[src/rtl/lif_stdp_net.sv]
`default_nettype none
// ============================================================================
// lif_stdp_net : NUM_PRE LIF neurons driving one LIF neuron, pair-based STDP
// Rev 1.0
// ============================================================================
module lif_stdp_net #(
   parameter int NUM_PRE     = 2,
   parameter int STATE_W     = 8,
   parameter int CUR_W       = 8,
   parameter int W_W         = 8,
   parameter int THRESH      = 128,
   parameter int DECAY_SHIFT = 2,
   parameter int REFRAC      = 2,
   parameter int W_INIT      = 64,
   parameter int A_PLUS      = 4,
   parameter int A_MINUS     = 4,
   parameter int WINDOW      = 15
) (
   input  logic                     clk,
   input  logic                     rst,
   input  logic [NUM_PRE*CUR_W-1:0] cur_in,
   input  logic [CUR_W-1:0]         post_cur_in,
   input  logic                     learn_en,
   input  logic                     w_clear,
   output logic [NUM_PRE-1:0]       pre_spike,
   output logic                     post_spike,
   output logic [STATE_W-1:0]       post_state,
   output logic [NUM_PRE*W_W-1:0]   weights
);
   localparam int RF_W  = $clog2(REFRAC + 2);
   localparam int AGE_W = $clog2(WINDOW + 2);
   localparam int SUM_W = STATE_W + W_W + 4;
   localparam logic [STATE_W+1:0] c_state_max = {2'b00, {STATE_W{1'b1}}};
   localparam logic [STATE_W+1:0] c_thresh    = (STATE_W+2)'(THRESH);
   localparam logic [RF_W-1:0]    c_refrac    = RF_W'(REFRAC);
   localparam logic [AGE_W-1:0]   c_window    = AGE_W'(WINDOW);
   localparam logic [W_W-1:0]     c_w_max     = {W_W{1'b1}};
   localparam logic [W_W-1:0]     c_w_init    = W_W'(W_INIT);

   function automatic logic [STATE_W+1:0] f_integrate(input logic [STATE_W-1:0] st,
                                                      input logic [STATE_W-1:0] cur);
      logic [STATE_W+1:0] sum;
      sum = {2'b00, st} - {2'b00, (st >> DECAY_SHIFT)} + {2'b00, cur};
      return (sum > c_state_max) ? c_state_max : sum;
   endfunction

   // Spike age saturates at the window edge so "not recent" is a single value
   function automatic logic [AGE_W-1:0] f_age(input logic spike, input logic [AGE_W-1:0] age);
      if (spike) return '0;
      return (age >= c_window) ? c_window : age + AGE_W'(1);
   endfunction

   logic [SUM_W-1:0]   w_post_sum;
   logic [STATE_W-1:0] w_post_cur;
   logic [STATE_W+1:0] w_post_nxt;
   logic [RF_W-1:0]    r_post_refrac;
   logic [AGE_W-1:0]   r_post_age;

   always_comb begin
      w_post_sum = SUM_W'(post_cur_in);
      for (int i = 0; i < NUM_PRE; i++) begin
         if (pre_spike[i]) w_post_sum = w_post_sum + SUM_W'(weights[i*W_W +: W_W]);
      end
   end

   assign w_post_cur = (w_post_sum > SUM_W'(c_state_max)) ? {STATE_W{1'b1}} : w_post_sum[STATE_W-1:0];
   assign w_post_nxt = f_integrate(post_state, w_post_cur);

   always_ff @(posedge clk or posedge rst) begin
      if (rst) begin
         post_state    <= '0;
         post_spike    <= 1'b0;
         r_post_refrac <= '0;
         r_post_age    <= c_window;
      end else begin
         r_post_age <= f_age(post_spike, r_post_age);
         if (r_post_refrac != '0) begin
            r_post_refrac <= r_post_refrac - RF_W'(1);
            post_state    <= '0;
            post_spike    <= 1'b0;
         end else if (w_post_nxt >= c_thresh) begin
            r_post_refrac <= c_refrac;
            post_state    <= '0;
            post_spike    <= 1'b1;
         end else begin
            post_state    <= w_post_nxt[STATE_W-1:0];
            post_spike    <= 1'b0;
         end
      end
   end

   for (genvar gi = 0; gi < NUM_PRE; gi++) begin : g_pre
      logic [STATE_W-1:0] r_state;
      logic [RF_W-1:0]    r_refrac;
      logic               r_spike;
      logic [AGE_W-1:0]   r_age;
      logic [W_W-1:0]     r_weight;
      logic [STATE_W+1:0] w_nxt;
      logic [W_W:0]       w_up;
      logic [W_W-1:0]     w_plus;
      logic [W_W-1:0]     w_minus;
      logic               w_pot;
      logic               w_dep;

      assign w_nxt = f_integrate(r_state, STATE_W'(cur_in[gi*CUR_W +: CUR_W]));

      always_ff @(posedge clk or posedge rst) begin
         if (rst) begin
            r_state  <= '0;
            r_refrac <= '0;
            r_spike  <= 1'b0;
            r_age    <= c_window;
         end else begin
            r_age <= f_age(r_spike, r_age);
            if (r_refrac != '0) begin
               r_refrac <= r_refrac - RF_W'(1);
               r_state  <= '0;
               r_spike  <= 1'b0;
            end else if (w_nxt >= c_thresh) begin
               r_refrac <= c_refrac;
               r_state  <= '0;
               r_spike  <= 1'b1;
            end else begin
               r_state  <= w_nxt[STATE_W-1:0];
               r_spike  <= 1'b0;
            end
         end
      end

      // Coincident pre/post spikes fall into the potentiation branch only
      assign w_pot   = post_spike && (r_spike || (r_age < c_window));
      assign w_dep   = r_spike && !post_spike && (r_post_age < c_window);
      assign w_up    = {1'b0, r_weight} + (W_W+1)'(A_PLUS);
      assign w_plus  = (w_up > {1'b0, c_w_max}) ? c_w_max : w_up[W_W-1:0];
      assign w_minus = ({1'b0, r_weight} < (W_W+1)'(A_MINUS)) ? '0 : r_weight - W_W'(A_MINUS);

      always_ff @(posedge clk or posedge rst) begin
         if (rst)                    r_weight <= c_w_init;
         else if (w_clear)           r_weight <= c_w_init;
         else if (learn_en && w_pot) r_weight <= w_plus;
         else if (learn_en && w_dep) r_weight <= w_minus;
      end

      assign pre_spike[gi]             = r_spike;
      assign weights[gi*W_W +: W_W]    = r_weight;
   end

endmodule
`default_nettype wire

[config.mk]
export PLATFORM = sky130hd
export DESIGN_NAME = lif_stdp_net
export DESIGN_NICKNAME = d
export VERILOG_FILES = /design/src/rtl/lif_stdp_net.sv
export SDC_FILE = /design/constraint.sdc
export NUM_CORES = 1
export LEC_CHECK = 0
export ABC_AREA = 1
export ABC_CLOCK_PERIOD_IN_PS = 4100
export BUFFER_PORTS_ARGS = -buffer_cell sky130_fd_sc_hd__clkbuf_2
export CAP_MARGIN = 20
export CORE_AREA = 2 2 108 110
export DETAILED_ROUTE_END_ITERATION = 10
export DIE_AREA = 0 0 110 112
export GPL_ROUTABILITY_DRIVEN = 0
export PLACE_DENSITY = 0.77
export SYNTH_ARGS = -nofsm -noshare
export SYNTH_HDL_FRONTEND = slang
export SYNTH_SLANG_ARGS = --single-unit
[constraint.sdc]
create_clock -name clk -period 4.1 [get_ports clk]
set_clock_uncertainty 0.05 [all_clocks]
set_input_delay 1.23 -clock clk [delete_from_list [all_inputs] [get_ports clk]]
set_output_delay 1.23 -clock clk [all_outputs]
set_load 0.02 [all_outputs]
==> metrics.yaml <==
syn2layout_area_growth_pct: 29.35
grt_pass1_vias: 5801
clock_path_buffers: 2
hold_path_class: "flip-flop to flip-flop"
dp_hpwl_um: 11330
synth_cell_type_count: 41
critPathMaxFanout: 8
worstHoldStart: "r_post_age[3]$_DFF_PP1_"
ys.warnings.count: 0
critPathMaxStageDelay_ns: 0.51
cts_inserted_buffers: 9
r2r_start: "g_pre[0].r_weight[0]$_DFFE_PP0P_"
setup.worst_path.start: "post_cur_in[0]"
crit_top_cell: "nand2_4"
rows: 39
tns_ns: -4.807
setup-violations-final: 10
grt_pass1_wl_um: 25230
worst_setup_path_end_kind: "flip-flop"
max-slew-margin-rel_pct: 48.38
rsz0062_at_grt: "yes"
status: "finished with violations"
gr-total-overflow: 0
antenna_found_initial: 0
slew_violations: 0
fin_hold_ws_ns: 0.4559
dieArea_mm2: 0.01232
synth_ff_type: "dfrtp_1"
worstSetupPathType: "primary input to flip-flop"
min_to: "r_post_age[3]$_DFF_PP1_"
critPathLaunchType: "primary input"
portBuffers: 54
syn_area_mm2: 0.006117
die_y_um: 112
cts_tree: "yes"
grt_max_degree: 38
synth_most_common_cell: "nand2_1"
drt_iter0_drc: 290
multi_input_area_mm2: 0.004410
viasPerCell: 5.307
reg2reg_depth: 25
rrSetupSlack_ns: -0.13
cts.sinks: 62
max-cap-violations: 0
vias: 6076
synth_area_leaders: "dfrtp_1 (20%), ha_1 (16%), nand2_1 (12%), inv_1 (9.8%), dfstp_2 (6.0%)"
synth-edff-count: 0
drive_above_1_share_pct: 26.15
violations: "negative setup slack"
dieWidth_um: 110
io_pins: 55
tightest_slew_ns: 0.7731
finalNetCount: 1110
drtPass1Iterations: 5
wl_um: 15630
seq_area_mm2: 0.001569
cts.clk_slew.worst_paths_ns: 0.05
r2r-end: "r_post_refrac[0]$_DFFE_PP0P_"
cp.required_ns: 4.26
antennaDiodeCount: 0
final.period_utilization_pct: 112.8
nFillCells: 854
setup_ws_ns: -0.5254
synth_common_cells: "nand2_1 (203), inv_1 (160), ha_1 (77)"
seq_area_frac_synth_pct: 25.65
critical_path_arrival_ns: 4.78
fp.coreArea_mm2: 0.01117
fin_crit_ns: 4.625
dpl-instance-area_mm2: 0.007176
clockRootBuffer: "clkbuf_16"
ys_async_sr_fraction_pct: 100.0
design_area_mm2: 0.007913
start_util_pct: 54.74
yosysTopAreaCellShare_pct: 19.64
hold_viol: 0
syn_inst: 860
grt_usage_pct: 25.57
avgSynthCellArea_um2: 7.113
max_freq_ghz: 0.2162
ys_ff_latch: 62
crit_path_top_delay_cell: "fa_2"
drt.antenna.violating_nets: 0
clkLatencyLatePin_ns: 0.33
drc: 0
whs_path_depth: 2
avgRoutedWirePerCell_um: 13.65
htree_levels: 3
yosysTopAreaCell: "dfrtp_1"
==> worst max-delay path, delay by kind of cell <==
family | cells | cell delay (ns)
AND/OR/NAND/NOR | 17 | 1.74
adder cells (fa/ha/maj) | 4 | 1.31
buffers and inverters | 3 | 0.24
AO/OA/AOI/OAI | 2 | 0.26
==> repair_timing <==
item	CTS	global route
pin swaps	20	28
endpoints found under the setup margin	10	10
hold buffers	0	0
gates resized for setup	24	61
buffers inserted	6	7
cloned	1	0
==> per-layer routing <==
layer,track usage [%],up-vias,part of all wire [%]
li1,-,3036,-
met1,31.96,2812,43
met2,43.39,181,48
met3,4.098,47,4.6
met4,10.38,0,3.5
met5,0,-,0
==> per-stage QoR <==
stage / cells / worst slack, ns / util, %
finish: 1145 / -0.5254 / 70.81
global route: 1145 / -0.7060 / 70.81
CTS: 1138 / -0.4537 / 67.91
detailed placement: 1115 / -0.9885 / 64.21
global placement: 1115 / -0.9103 / 64.21
floorplan: 862 / -0.4717 / -
==> cells by family after synthesis <==
logic type / count (synthesis) / share of synthesized area (%)
AOI/OAI and AO/OA: 107 / 9.839
and+or+nand+nor: 383 / 27.69
xor gates and xnor gates: 48 / 7.179
buffers and inverters: 174 / 11.21
adders and majority gates: 85 / 18.37
DFF: 62 / 25.65
other: 1 / 0.06130
==> state kept, by name, summed over array words and instances (netlist names) <==
register        count
g_pre.r_spike       2
post_spike          1
r_post_age          5
g_pre.r_state      16
g_pre.r_refrac      4
r_post_refrac       2
g_pre.r_age        10
post_state          8
g_pre.r_weight     14
==> cell usage in the layout, fill, tap and decap left out, types with 3 or more instances in the layout <==
cell type	count
nand2_4	14
nand3_1	54
inv_1	150
xnor2_1	11
nand3b_1	4
nor2_1	62
a21oi_2	8
xor2_1	35
ha_4	20
fa_1	5
clkbuf_1	4
inv_2	12
a21oi_4	5
o21ai_0	32
fa_2	3
clkinv_2	3
clkbuf_2	53
nor2_2	3
a21boi_0	3
o211ai_1	3
ha_1	56
a31oi_1	10
conb_1	3
dfstp_2	14
dfrtp_1	48
nand3_4	3
o21ai_1	7
o21ai_2	3
clkbuf_16	9
nand2_1	180
nand4_1	23
nor3_1	11
nand2_2	16
nand3_2	6
a21oi_1	29
buf_4	79
==> area by class of cell <==
cell class | count | share of cell area [%]
multi-input cells | 627 | 55.74
repair buffers | 134 | 11.18
flip-flops and latches | 62 | 19.83
well taps | 143 | 2.261
clock buffers | 13 | 3.036
inverters | 163 | 7.764
clock inverters | 3 | 0.1898
==> how the worst max path moves through the flow <==
stage                                         to  cells past startpoint
floorplan           r_post_refrac[0]$_DFFE_PP0P_                     28
global placement            post_spike$_DFF_PP0_                     24
detailed placement  r_post_refrac[0]$_DFFE_PP0P_                     24
CTS                 r_post_refrac[0]$_DFFE_PP0P_                     24
global route        r_post_refrac[0]$_DFFE_PP0P_                     29
finish              r_post_refrac[0]$_DFFE_PP0P_                     26
Power is not shown: default switching activity piles up to over one toggle a cycle in this logic, so the estimate is an artifact.
